==> src/rtl/uart_tx_ctrl.sv <==
// Buffered 8N1 UART transmitter: a FIFO of queued bytes feeding
// a START/DATA/STOP shifter, with back-to-back frames when data waits.
module uart_tx_ctrl #(
    parameter int BAUD_DIV = 868,
    parameter int FIFO_AW  = 4
) (
    input  logic               clk,
    input  logic               rst,
    input  logic               wr_en,
    input  logic [7:0]         wr_data,
    output logic [FIFO_AW:0]   level,
    output logic               full,
    output logic               busy,
    output logic               ovf,
    output logic               uart
);

    localparam int CW = (BAUD_DIV > 1) ? $clog2(BAUD_DIV) : 1;
    localparam int NUM = 2 ** FIFO_AW;
    localparam logic [CW-1:0] CNT_MAX = CW'(BAUD_DIV - 1);
    localparam logic [CW-1:0] CNT_ONE = CW'(1);
    localparam logic [FIFO_AW:0] DEPTH = (FIFO_AW + 1)'(NUM);
    localparam logic [FIFO_AW:0] LVL_ONE = (FIFO_AW + 1)'(1);
    localparam logic [FIFO_AW-1:0] PTR_ONE = FIFO_AW'(1);

    typedef enum logic [1:0] {
        IDLE,
        START,
        DATA,
        STOP
    } state_t;

    state_t               state;
    logic [7:0]           mem [NUM];
    logic [FIFO_AW-1:0]   wr_ptr;
    logic [FIFO_AW-1:0]   rd_ptr;
    logic [FIFO_AW:0]     level_next;
    logic [CW-1:0]        cnt;
    logic [2:0]           idx;
    logic [7:0]           shift;
    logic                 push;
    logic                 pop;
    logic                 cnt_end;

    assign cnt_end = (cnt == CNT_MAX);
    assign push    = wr_en && !full;
    // Head is taken on leaving IDLE or at the end of a stop bit.
    assign pop     = (level != '0) &&
                     (state == IDLE || (state == STOP && cnt_end));
    assign busy    = (level != '0) || (state != IDLE);

    always_comb begin
        level_next = level;
        case ({push, pop})
            2'b10:   level_next = level + LVL_ONE;
            2'b01:   level_next = level - LVL_ONE;
            default: level_next = level;
        endcase
    end

    always_ff @(posedge clk) begin
        if (push)
            mem[wr_ptr] <= wr_data;
    end

    always_ff @(posedge clk or negedge rst) begin
        if (!rst) begin
            wr_ptr <= '0;
            rd_ptr <= '0;
            level  <= '0;
            full   <= 1'b0;
            ovf    <= 1'b0;
        end else begin
            if (push)
                wr_ptr <= wr_ptr + PTR_ONE;
            if (pop)
                rd_ptr <= rd_ptr + PTR_ONE;
            level <= level_next;
            full  <= (level_next == DEPTH);
            if (wr_en && full)
                ovf <= 1'b1;
        end
    end

    always_ff @(posedge clk or negedge rst) begin
        if (!rst) begin
            state <= IDLE;
            cnt   <= '0;
            idx   <= '0;
            shift <= '0;
            uart  <= 1'b1;
        end else begin
            unique case (state)
                IDLE: begin
                    cnt  <= '0;
                    uart <= 1'b1;
                    if (pop) begin
                        shift <= mem[rd_ptr];
                        state <= START;
                        uart  <= 1'b0;
                    end
                end
                START: begin
                    if (cnt_end) begin
                        cnt   <= '0;
                        idx   <= '0;
                        state <= DATA;
                        uart  <= shift[0];
                    end else begin
                        cnt <= cnt + CNT_ONE;
                    end
                end
                DATA: begin
                    if (cnt_end) begin
                        cnt   <= '0;
                        shift <= shift >> 1;
                        if (idx == 3'd7) begin
                            state <= STOP;
                            uart  <= 1'b1;
                        end else begin
                            idx  <= idx + 3'd1;
                            uart <= shift[1];
                        end
                    end else begin
                        cnt <= cnt + CNT_ONE;
                    end
                end
                STOP: begin
                    if (cnt_end) begin
                        cnt <= '0;
                        if (pop) begin
                            shift <= mem[rd_ptr];
                            state <= START;
                            uart  <= 1'b0;
                        end else begin
                            state <= IDLE;
                            uart  <= 1'b1;
                        end
                    end else begin
                        cnt <= cnt + CNT_ONE;
                    end
                end
                default: state <= IDLE;
            endcase
        end
    end

endmodule
==> config.mk <==
export PLATFORM = sky130hd
export DESIGN_NAME = uart_tx_ctrl
export DESIGN_NICKNAME = d
export VERILOG_FILES = /design/src/rtl/uart_tx_ctrl.sv
export SDC_FILE = /design/constraint.sdc
export NUM_CORES = 1
export LEC_CHECK = 0
export BUFFER_PORTS_ARGS = -buffer_cell sky130_fd_sc_hd__buf_2
export CORE_ASPECT_RATIO = 1.25
export CORE_MARGIN = 4
export CORE_UTILIZATION = 30
export CTS_BUF_LIST = sky130_fd_sc_hd__clkbuf_4 sky130_fd_sc_hd__clkbuf_8
export CTS_CLUSTER_DIAMETER = 50
export DETAILED_ROUTE_END_ITERATION = 10
export PLACE_DENSITY_LB_ADDON = 0.15
export SLEW_MARGIN = 15
export SYNTH_ARGS = -nofsm -noshare
export SYNTH_HDL_FRONTEND = slang
export SYNTH_SLANG_ARGS = --single-unit
==> constraint.sdc <==
create_clock -name clk -period 3.45 [get_ports clk]
set_clock_uncertainty 0.1 [all_clocks]
set_input_delay 0.69 -clock clk [delete_from_list [all_inputs] [get_ports clk]]
set_output_delay 0.69 -clock clk [all_outputs]
set_load 0.005 [all_outputs]
### Yosys cells after proc, flatten, opt, wreduce, memory -nomap -nowiden

Memories as Yosys holds them, arrays and structs flattened.
Index checks and enable logic that the tools add are counted.
W data, S select, Z words.

* flip-flop bits (word level): 39
* memory bits (writable): 128
* input bits: 11
* memories: 1

* add/subtract/negate cells: 6
* eq/ne operators: 14
* multiplexer cells: 26
* reductions and logical operators: 17

Memory list
* mem: depth 16, bits a word 8, read ports 1, clocked after memory_dff 0, write ports 1, RTL line 34 `logic [7:0] mem [NUM];`

Operator list (number)
* $mux W8: 3
* $pmux W8 S3: 1
* $pmux W10 S2: 1
* $ne A2 B2 Y1 const B: 6
* $add A10 B1 Y10 const B: 1
* $eq A10 B10 Y1 const B: 1
* $mux W10: 1
* $mux W2: 5
* $pmux W5 S2: 1
* $mux W3: 3
* $add A4 B1 Y4 const B: 2
* $mux W1: 8
* $pmux W2 S4: 1
* $eq A2 B2 Y1 const B: 3
* $pmux W3 S2: 1
* $reduce_and A3 Y1: 2
* $add A5 B1 Y5 const B: 1
* $eq A5 B5 Y1 const B: 1
* $reduce_and A5 Y1: 1
* $reduce_bool A5 Y1: 1
* $sub A5 B1 Y5 const B: 1
* $eq A2 B1 Y1 const B: 2
* $logic_and A1 B1 Y1: 4
* $pmux W1 S4: 1
* other kinds (9): 11

### Depth between registers and ports, before layout

* depth after elaboration: 7
* depth in mapped cells: 13

### Worst setup path before layout

Ideal clock, no wire load.

* kind: register to register
* start: register cnt[0]
* end: register full
* library setup time: 100 ps
* arrival: 3042 ps
* path slack: 208 ps
* cell stages (with the launch flop): 14
* buffers on the path: 1
* clock period less this slack: 3242 ps
* cells stage by stage: dfrtp_1 -> ha_1 -> nor3b_1 -> a41oi_1 -> nor2_2 -> ha_1 -> clkbuf_1 -> xor2_1 -> ha_1 -> a21o_1 -> a22oi_1 -> o211a_1 -> nor3_1 -> nor4bb_1

* longest elaborated chain between the ends: 7

Ends and longest elaborated chain
* from (decl): RTL line 38 `logic [CW-1:0] cnt;`
* from (signal assigned): RTL line 110 `cnt <= cnt + CNT_ONE;`
* from (signal assigned): RTL line 125 `cnt <= cnt + CNT_ONE;`
* from (signal assigned): RTL line 140 `cnt <= cnt + CNT_ONE;`
* $eq A10 B10 Y1 *: RTL line 45 `assign cnt_end = (cnt == CNT_MAX);`
* $logic_and A1 B1 Y1 *: RTL line 49 `(state == IDLE || (state == STOP && cnt_end));`
* $logic_or A1 B1 Y1 *: RTL line 49
* $logic_and A1 B1 Y1 *: RTL line 48 `assign pop = (level != '0) &&`
* $eq A2 B1 Y1 or $eq A2 B2 Y1 (tied branches): RTL line 54 `case ({push, pop})`
* $pmux W5 S2 *: RTL line 54
* via level_next[4]: RTL line 37 `logic [FIFO_AW:0] level_next;`
* $eq A5 B5 Y1 *: RTL line 79 `full <= (level_next == DEPTH);`
* to (signal assigned): RTL line 79
* to (decl): RTL line 12 `output logic full,`

The timed path passes the listed nets; every way through them passes the cells marked *.
A chain may end at the register's enable or synchronous reset.

### Worst setup path in the final report

Same ends and word-level chain as after synthesis.

==> out/qor.txt <==
Pwr Density: 551 nW/um2
Setup Buffers After CTS: 0
setup TNS: 0 ps
final hold violations: 0
Num CTS Buffers: 17
layout cells sized above 1: 21.0%
number of routed nets with antenna violations: 0
Seq cells post-synth: 167
Die Height: 181 um
Ys Warns: 0
CP arrival: 3290 ps
unrepaired setup endpoints after global routing: false
Worst Tran Pin Value: 998 ps
CP most frequent cell: ha_1
DRC viols: 0
Comb pwr share: 12.1%
htree depth: 4
cell breakdown of the critical path: ha_1, nor3b_2, a41oi_1, nor2_2, ha_1, xor2_1, ha_1, a21o_1, a22oi_1, nor3_1, nor3_1, nor4bb_1
final wirelength: 15000 um
fin nets: 497
DP HPWL: 10100 um
Starting Density: 30.4%
via count: 3747
syn nets: 470
clk slew on worst S/H paths: 80 ps
initial antenna violation count: 0
syn_area_per_cell: 16.3 um2
clock network fraction of design power: 31.6%
clk buf depth: 2
First-pass DRT Iterations: 4
Clock Latency Late Sink: 440 ps
status: complete, no violations
CP startpoint kind: flip-flop
register area share after synthesis: 67.0%
Hold-fix buffers, CTS: 0
largest stage delay on the critical path: 420 ps
Critical Path Fanout Max: 4
FP Rows: 63
EDFF count, synth: 128
sequential power share: 56.3%
Fmax: 0.327 GHz
area leader, netlist: edfxtp_1
Hold WC Path Type: primary input to async pin
Distinct cells, synth: 51
critical path class: flip-flop to flip-flop
IO Pins: 20
crit path time final: 3060 ps
leading post-synthesis cells by cell area: edfxtp_1 (53%), dfrtp_1 (13%), mux4_2 (5.9%)
Antenna diodes: 0
LEAKAGE: 2.95 nW
P_int: 3.25 mW
required time worst endpoint: 3680 ps
Port Buffers: 19
Post-Syn Area: 7200 um2
TritonCTS clock tree: built
max-cap violations: 0
core area: 23600 um2
die area: 26600 um2
Max-slew headroom: 33.5%
slowest cell on the critical path: dfrtp_1
total global routing overflow: 0
Sw Share: 26.5%
clk sinks: 167
Chip Width: 147 um
Max Slew Vio Count: 0
vias in the first global route: 3997
CTS resizes: 0
largest net degree at the start of global routing: 40
post-synth top area share: 53.4%
Worst VDD drop: 0.000197 V
Net Switching: 1.17 mW
ys async rst share: 23.4%
GRT Util Overall: 11.9%
CP endpoint kind: flip-flop
first-pass GRT wire length: 23700 um
Placer Congestion: 0.773
Cells after Synth: 442
P&R area growth vs syn: 11.4%
period utilisation layout: 88.6%
drt via density: 4.85
1st-iter DRT viols: 190
Tot Pwr: 4.42 mW
# setup viols final: 0
ys flop type: edfxtp_1
clock root cell: clkbuf_8
WL/cell: 19.5 um
==> power groups by stage <==
stage | Combinational [mW] | Clock [mW] | Sequential [mW]
floorplan | 0.338 | 0 | 2.50
global placement | 0.537 | 0 | 2.52
detailed placement | 0.545 | 0 | 2.53
CTS | 0.550 | 1.44 | 2.49
global route | 0.602 | 1.53 | 2.51
finish | 0.534 | 1.40 | 2.49
==> cells in the final DEF (no fill, tap or decap), types with 9 or more instances in the layout <==
cell,count
dfrtp_1,37
clkbuf_8,17
o21ai_0,9
inv_1,15
xnor2_1,9
a21oi_1,9
mux4_2,19
nor2_1,20
and2_1,17
mux2i_1,14
buf_2,19
edfxtp_1,128
ha_1,17
xor2_1,10
mux2_2,11
nand2_1,18
==> sequential cells by signal (all words and copies together) (netlist names) <==
signal and flops:
rd_ptr 4, level 5, full 1, state 2
cnt 10, idx 3, uart 1, mem 128
wr_ptr 4, ovf 1, shift 8
==> worst paths after layout <==
path / depth (start not counted) / slack [ps] / end / from
worst max-delay path: 12 / 390 / full / cnt[0]
worst min-delay path: 1 / 290 / cnt[6] / rst
max in group asynchronous: 1 / 2310 / rd_ptr[0] / rst
worst min register to register: 1 / 360 / ovf / ovf
worst max register to register: 12 / 390 / full / cnt[0]
min in group clk: 2 / 350 / ovf / wr_en
==> metal layers <==
layer / track usage [%] / up-vias / part of all wire [%] / wire (um)
li1: - / 1754 / - / -
met4: 3.39 / 0 / 0.92 / 138
met3: 2.71 / 10 / 2.9 / 441
met2: 20.3 / 55 / 51 / 7640
met5: 0 / - / 0 / 0
met1: 15.3 / 1928 / 45 / 6810
==> per-stage QoR <==
step	hold WS, ps	util, %	setup WS (ps)	std cells	instance area, um2
after floorplan	294	-	208	442	7200
after global placement	334	32.2	388	742	7620
after detailed placement	340	32.2	237	742	7620
after CTS	291	33.9	215	772	8010
after global routing	320	33.9	12.5	772	8020
final	293	33.9	393	772	8020
==> synth_stat cells, drive strengths merged (2+ instances only) <==
cell type / instances
nor2b: 5
and2: 17
a21o: 3
a22o: 3
nand4: 2
a31oi: 7
nor3b: 2
clkbuf: 9
o21ai: 10
buf: 10
nand2: 18
a22oi: 5
mux2: 11
a221o: 2
nand3: 7
nand2b: 8
and4: 2
inv: 15
and3: 3
mux2i: 14
a21oi: 9
ha: 17
or2: 3
xor2: 10
a32oi: 2
xnor2: 9
edfxtp: 128
nor2: 21
a221oi: 8
dfrtp: 38
nor3: 5
mux4: 27
==> final cells by class <==
| cell class | count | area (um2) |
|---|---|---|
| multi-input combinational | 241 | 2230 |
| inverter | 15 | 56.3 |
| tap | 292 | 365 |
| sequential | 167 | 4820 |
| clock buffer | 18 | 241 |
| fill | 2311 | 15600 |
| timing repair buffer | 27 | 155 |
| clock inverter | 12 | 145 |
==> logic make-up (layout without fill, tap and decap cells) <==
logic type | after synthesis | after routing | synth area share [%]
AOI/OAI and AO/OA | 56 | 56 | 5.84
xor gates and xnor gates | 19 | 19 | 2.31
adders and majority gates | 17 | 17 | 2.95
buffers and inverters | 34 | 72 | 2.12
DFF | 167 | 167 | 67.0
muxes | 52 | 52 | 12.5
and+or+nand+nor | 97 | 97 | 7.27
==> worst max-delay path, delay by kind of cell (launching register included) <==
family	cells	cell delay (ps)
DFF	1	420
AOI/OAI and AO/OA	3	700
adders and majority gates	3	690
and+or+nand+nor	5	890
xor gates and xnor gates	1	150
Note: power is estimated with default switching activity, not from simulation.
